===== src/rtl/wb_arb_pkg.sv =====
// Shared defaults and types for the register-file writeback arbiter.
// Used by regfile_wb_arbiter and wb_arb_starve_ctr.
package wb_arb_pkg;

   localparam int DATA_W_DEF = 32;
   localparam int ADDR_W_DEF = 5;

   // Width of the req1 starvation wait counter; STARVE_LIMIT must fit in it.
   localparam int WAIT_CNT_W = 4;
   localparam logic [WAIT_CNT_W-1:0] WAIT_CNT_MAX = '1;

   typedef enum logic [0:0] {
      NORMAL = 1'b0,
      FORCE1 = 1'b1
   } arb_state_t;

endpackage


===== src/rtl/wb_arb_starve_ctr.sv =====
// req1 starvation tracker: wait counter plus NORMAL/FORCE1 state.
// Present only with WB_ARB_STARVE_EN defined; otherwise force1/starve_active are tied 0.
module wb_arb_starve_ctr
   import wb_arb_pkg::*;
#(
   parameter int STARVE_LIMIT = 4
) (
   input  logic clk,
   input  logic clr,
   input  logic req1_valid,
   input  logic req1_ready,
   output logic force1,
   output logic starve_active
);

`ifdef WB_ARB_STARVE_EN

   localparam logic [WAIT_CNT_W-1:0] LIMIT = WAIT_CNT_W'(STARVE_LIMIT);

   arb_state_t            state;
   arb_state_t            state_nxt;
   logic [WAIT_CNT_W-1:0] wait_cnt;
   logic [WAIT_CNT_W-1:0] wait_cnt_nxt;
   logic [WAIT_CNT_W-1:0] wait_inc;

   function automatic logic [WAIT_CNT_W-1:0] sat_inc(input logic [WAIT_CNT_W-1:0] c);
      return (c == WAIT_CNT_MAX) ? c : c + 1'b1;
   endfunction

   assign wait_inc = sat_inc(wait_cnt);

   // A loss only happens in NORMAL; in FORCE1 a valid req1 is always granted.
   always_comb begin
      state_nxt    = state;
      wait_cnt_nxt = wait_cnt;
      if (!req1_valid || req1_ready) begin
         wait_cnt_nxt = '0;
         state_nxt    = NORMAL;
      end else begin
         wait_cnt_nxt = wait_inc;
         if (state == NORMAL && wait_inc == LIMIT)
            state_nxt = FORCE1;
      end
   end

   always_ff @(negedge clk or negedge clr) begin
      if (!clr) begin
         state    <= NORMAL;
         wait_cnt <= '0;
      end else begin
         state    <= state_nxt;
         wait_cnt <= wait_cnt_nxt;
      end
   end

   assign force1        = (state == FORCE1);
   assign starve_active = force1;

`else

   logic unused_ok;
   assign unused_ok     = &{1'b0, clk, clr, req1_valid, req1_ready, (STARVE_LIMIT > 0)};
   assign force1        = 1'b0;
   assign starve_active = 1'b0;

`endif

endmodule


===== src/rtl/regfile_wb_arbiter.sv =====
// Two-requester register-file writeback arbiter, falling-edge clocked, 1-cycle write latency.
// req0 has fixed priority; WB_ARB_STARVE_EN adds forced req1 grants after STARVE_LIMIT losses.
module regfile_wb_arbiter
   import wb_arb_pkg::*;
#(
   parameter int DATA_W       = DATA_W_DEF,
   parameter int ADDR_W       = ADDR_W_DEF,
   parameter int STARVE_LIMIT = 4
) (
   input  logic              clk,
   input  logic              clr,
   input  logic              req0_valid,
   input  logic [ADDR_W-1:0] req0_addr,
   input  logic [DATA_W-1:0] req0_data,
   output logic              req0_ready,
   input  logic              req1_valid,
   input  logic [ADDR_W-1:0] req1_addr,
   input  logic [DATA_W-1:0] req1_data,
   output logic              req1_ready,
   output logic              wb_we,
   output logic [ADDR_W-1:0] wb_addr,
   output logic [DATA_W-1:0] wb_data,
   output logic              starve_active
);

   logic              force1;
   logic              grant0_p0;
   logic              grant1_p0;
   logic              xfer_p0;
   logic              zero_p0;
   logic [ADDR_W-1:0] addr_p0;
   logic [DATA_W-1:0] data_p0;

   // Stage p0: grant from valids and state only; clr gating keeps readies low in reset.
   assign grant0_p0  = clr & req0_valid & ~force1;
   assign grant1_p0  = clr & req1_valid & (force1 | ~req0_valid);
   assign req0_ready = grant0_p0;
   assign req1_ready = grant1_p0;

   assign xfer_p0 = grant0_p0 | grant1_p0;
   assign addr_p0 = grant0_p0 ? req0_addr : req1_addr;
   assign data_p0 = grant0_p0 ? req0_data : req1_data;
   assign zero_p0 = (addr_p0 == '0);

   wb_arb_starve_ctr #(
      .STARVE_LIMIT (STARVE_LIMIT)
   ) u_starve (
      .clk           (clk),
      .clr           (clr),
      .req1_valid    (req1_valid),
      .req1_ready    (grant1_p0),
      .force1        (force1),
      .starve_active (starve_active)
   );

   // Stage p1: registered write port; register 0 is hardwired, so its write is suppressed.
   always_ff @(negedge clk or negedge clr) begin
      if (!clr) begin
         wb_we   <= 1'b0;
         wb_addr <= '0;
         wb_data <= '0;
      end else begin
         wb_we <= xfer_p0 & ~zero_p0;
         if (xfer_p0) begin
            wb_addr <= addr_p0;
            wb_data <= data_p0;
         end
      end
   end

endmodule


===== config.mk =====
export PLATFORM = sky130hd
export DESIGN_NAME = regfile_wb_arbiter
export DESIGN_NICKNAME = d
export VERILOG_FILES = /design/src/rtl/wb_arb_pkg.sv /design/src/rtl/wb_arb_starve_ctr.sv /design/src/rtl/regfile_wb_arbiter.sv
export SDC_FILE = /design/constraint.sdc
export NUM_CORES = 1
export LEC_CHECK = 0
export ABC_AREA = 1
export BUFFER_PORTS_ARGS = -buffer_cell sky130_fd_sc_hd__buf_2
export CAP_MARGIN = 20
export CORE_MARGIN = 4
export CORE_UTILIZATION = 30
export CTS_BUF_LIST = sky130_fd_sc_hd__clkbuf_8
export CTS_CLUSTER_SIZE = 12
export DETAILED_ROUTE_END_ITERATION = 7
export MAX_ROUTING_LAYER = met4
export PLACE_DENSITY_LB_ADDON = 0.15
export SLEW_MARGIN = 5
export SYNTH_ARGS = -nofsm -noshare
export SYNTH_HDL_FRONTEND = slang
export SYNTH_HIERARCHICAL = 1
export SYNTH_SLANG_ARGS = --single-unit

===== constraint.sdc =====
create_clock -name clk -period 0.8 [get_ports clk]
set_input_delay 0.08 -clock clk [delete_from_list [all_inputs] [get_ports clk]]
set_output_delay 0.08 -clock clk [all_outputs]
set_load 0.1 [all_outputs]

== Yosys cells after proc, flatten, opt, wreduce, memory -nomap -nowiden ==
Cells that the tools add are included.

* Bits in registers: 38
* Input bits: 78
* Output and inout bits: 41

* Muxes and demuxes: 2
* Bitwise logic cells: 7
* Reduce and logical (&&, ||, !) cells: 1

{| class="wikitable"
|+ Operator list
! operator !! count
|-
| $mux W32 || 1
|-
| $logic_not A5 Y1 || 1
|-
| $mux W5 || 1
|-
| $and A1 B1 Y1 || 4
|-
| $not A1 Y1 || 2
|-
| $or A1 B1 Y1 || 1
|}

== Longest topological paths before layout ==
* Depth after elaboration: 5
* Gate-level depth with buffers: 9
* Depth with buffers taken out: 7

== Hierarchy ==
The synthesis kept the hierarchy.

{| class="wikitable"
|+ By module, submodules not included
! module !! times used !! cells each !! area each (um^2)
|-
| regfile_wb_arbiter || 1 || 235 || 1816.7
|-
| wb_arb_starve_ctr || 1 || 3 || 18.8
|}

==> impl_summary.txt <==
----------------------------------------------------
[Final layout]
  Share of final-layout standard cells stronger than drive strength 1 ... 60.75%
  Area growth syn-to-layout ... 123.6%
  Final core occ ... 69.32%
  Final instance area ... 0.004104 mm²
  Number of antenna diodes ... 0
  Fin nets ... 477

[Place]
  Number of I/O port buffers ... 117
  RePlAce Congestion ... 0.7244
  Post-placement cell area ... 0.003253 mm²
  Total half-perimeter wirelength after legalization and detailed placement ... 4528 µm

[Routing]
  Vias per cell ... between 4 and 5
  Routed via count ... 2,200
  Length of routed met3 wiring ... 485 µm
  First-iteration detailed-routing DRC count ... 49
  WL final ... 6904 µm
  Detailed-routing iteration count for the pre-antenna-repair pass ... 4
  Residual antenna-violating net count after detailed routing ... 0
  M1 wire length ... 2687 µm
  Top layer reached by signal wires ... met4
  Final routed wire length divided by cell count ... 14.53 µm
  Met2 WL post-DR ... 3665 µm
  DR DRC count ... 0

[Power and ir drop]
  Power dissipated by switching net loads ... ~0.0040 W
  P_int ... about 0.005 W
  Worst IR drop on VDD ... 1.129 mV
  Switching part of the total power ... between 40 and 50%
  Total power per unit cell area ... 2205 mW/mm²
  Leakage component of the power ... between 1.5 and 2 nW
  Sequential power share ... around 28%
  Clock power share ... 17.1%
  Combinational Power Share ... 54.5%
  PnR Total Power ... 0.009050 W

[Logic synthesis]
  Post-synthesis adder-cell area fraction ... 0%
  Gate count after technology mapping ... 238
  Number of flops mapped to enable cells by yosys ... 0
  Largest family of logic cells by synthesized area ... simple AND/OR/NAND/NOR gates
  Simple-gate portion of the synthesized area ... between 10% and 20%
  Register bit total from synthesis ... 38
  Post-Synthesis Cell Area ... 0.001836 mm²
  Synth Flop Type ... sky130_fd_sc_hd__dfrtn_1
  Mux share of post-synthesis cell area ... 0%
  FFs w/ async S/R, synth ... 100.0%
  Leading post-synthesis cells by instance count ... 64 x sky130_fd_sc_hd__nand2_1, 38 x sky130_fd_sc_hd__dfrtn_1, 36 x sky130_fd_sc_hd__o21ai_0, 32 x sky130_fd_sc_hd__inv_1, 24 x sky130_fd_sc_hd__nor2_1
  Per-instance average area after synthesis ... between 7 and 8 µm²
  Count of warnings emitted by yosys ... 6
  Most common cell in the synthesized netlist ... sky130_fd_sc_hd__nand2_1
  Number of distinct standard cells referenced by the synthesized netlist ... 16
  Sequential area share after synthesis ... between 50% and 60%
  Compound-gate portion of the synthesized area ... 17.11%
  Xor/xnor share of the synthesized area ... 0%
  Cell type contributing the most total cell area after synthesis ... sky130_fd_sc_hd__dfrtn_1
  Biggest area contributors in the synthesized netlist ... sky130_fd_sc_hd__dfrtn_1 52%, sky130_fd_sc_hd__nand2_1 13%, sky130_fd_sc_hd__o21ai_0 9.8%
  Area share of the largest cell type after synthesis ... between 50% and 60%

[Die]
  Total core area ... 0.005921 mm²
  Num ports ... 119
  Row cnt ... 28
  Total Die Area ... 0.007434 mm²
  Die width ... ~86 µm
  Vertical extent of the die ... 86.22 µm
  Initial standard-cell utilization of the core ... a little under a third

[STA]
  Final number of max-transition violations ... 0
  Unrepaired setup endpoints after global routing ... true
  Setup Skew ... 0 ns
  Setup ws final ... -0.6453 ns
  Count of endpoints failing hold in the final timing report ... 0
  Final setup violating endpoints ... 78

[GRT]
  First-pass GRT wire length ... 11,210 µm
  Antenna violations before repair ... 0
  Overall fraction of global-route tracks in use ... 19.65%
  Largest net degree at the start of global routing ... 25
  Via count of the first global-routing pass ... 2,350
  Congestion Overflow GR ... 0

[Critical path]
  Largest delay contributor family on the critical path ... flip-flops
  Cell with the largest stage delay on the worst path ... sky130_fd_sc_hd__dfrtn_1
  Critical path class ... flip-flop to primary output
  Arrival time at the worst endpoint ... 1.37 ns
  Top fanout value on the critical path ... 2
  Total buffers and inverters traversed by the critical path ... 1
  Worst setup EP type ... primary output
  Startpoint Class ... flip-flop
  Series of cell instances along the critical path ... buf_12
  CP peak stage delay ... 0.48 ns
  Required @ worst endpoint ... 0.72 ns

[Clocking]
  H-tree depth ... 2
  Root cell of the clock tree ... sky130_fd_sc_hd__clkbuf_8
  Total clock sinks ... 38
  Clock transition at the registers of the reported paths ... 0.05 ns
  TritonCTS Buffers ... 5
  CTS tree ... done
  Source-to-sink clock delay at the later pin of the worst-skew pair ... 0.29 ns
  Maximum buffer depth of the clock tree ... 2
  CTS Hold Bufs ... 0

[Min path]
  Min-Delay Path Class ... primary input to async pin

[Outcome]
  Violated checks ... setup timing
  Result of the run ... complete, but fails checks

[Flow run]
  Maximum Capacitance Violations ... 0

----------------------------------------------------
repair_timing:
item,in CTS,in global routing
setup buffers,13,15
gates cloned,7,0
pin swaps,9,9
endpoints found under the setup margin,78,78
resized for setup,92,31
worst paths after layout:
check | start | end | slack (ns) | cells after the start
setup / recovery | wb_data[14] | wb_data[14] | -0.65 | 1
hold / removal | clr | wb_data[26] | 0.02 | 2
setup reg to reg | wb_data[9] | wb_data[9] | -0.05 | 3
hold reg to reg | wb_data[7] | wb_data[7] | 0.49 | 2
max in group asynchronous | clr | wb_we | 0.32 | 3
min in group clk | req1_data[11] | wb_data[11] | 0.32 | 3
kinds of logic (layout without fill, tap and decap cells):
group	after synthesis	count (layout)
compound gates	60	60
buf+inv	48	207
flops	38	38
other cells	1	2
simple gates	91	93
layer usage:
metal / vias to the layer above / track usage, %
li1: 1075 / -
met1: 1039 / 22.46
met2: 80 / 35.18
met3: 6 / 4.278
met4: 0 / 4.533
met5: - / -
worst register-to-register path: cells and delay by family, from the launching register on:
family | cells | cell delay, ns
buf+inv | 2 | 0.21
flops | 1 | 0.38
compound gates | 1 | 0.13
final cells by class:
class	instances	area, µm²
inverter	33	143.9
multi-input combinational	155	1027
timing repair buffer	165	1770
tap	75	93.84
fill	454	1817
sequential	38	950.9
clock buffer	8	110.1
timing repair inverter	1	7.507
state kept, by name, indices dropped and copies added, names as in the netlist:
register	cells
wb_addr	5
wb_data	32
wb_we	1
layout by cell type (no fill, tap or decap), types with 3 or more instances in the layout:
cell type,n
sky130_fd_sc_hd__nor2_2,6
sky130_fd_sc_hd__nor2_1,17
sky130_fd_sc_hd__nand2_2,11
sky130_fd_sc_hd__dfrtn_1,38
sky130_fd_sc_hd__clkbuf_8,8
sky130_fd_sc_hd__buf_2,75
sky130_fd_sc_hd__buf_8,4
sky130_fd_sc_hd__buf_6,9
sky130_fd_sc_hd__nand2_8,4
sky130_fd_sc_hd__buf_12,46
sky130_fd_sc_hd__inv_1,29
sky130_fd_sc_hd__o22ai_2,10
sky130_fd_sc_hd__buf_16,4
sky130_fd_sc_hd__o21ai_2,25
sky130_fd_sc_hd__buf_4,27
sky130_fd_sc_hd__nand2_1,49
sky130_fd_sc_hd__o21ai_1,22
sky130_fd_sc_hd__clkinvlp_4,3
power groups by stage:
| stage | Combinational (W) | Clock [W] | Sequential, W |
|---|---|---|---|
| after floorplan | 0.000548 | 0 | 0.00451 |
| after global placement | 0.00430 | 0 | 0.00258 |
| after detailed placement | 0.00432 | 0 | 0.00259 |
| after CTS | 0.00472 | 0.00157 | 0.00259 |
| after global routing | 0.00511 | 0.00167 | 0.00261 |
| final | 0.00493 | 0.00155 | 0.00257 |
stage by stage:
step / worst slack [ns] / TNS [ns] / std cells / hold WS [ns]
4_1_cts: -0.6512 / -36.78 / 462 / 0.009330
5_1_grt: -0.6729 / -39.50 / 475 / 0.01986
3_3_place_gp: -0.7322 / -39.77 / 434 / 0.4558
6_report: -0.6453 / -36.94 / 475 / 0.02104
3_5_place_dp: -0.7791 / -41.67 / 434 / 0.4655
2_1_floorplan: -0.6434 / -38.19 / 239 / 0.07584
(Power assumes the default switching activity.)
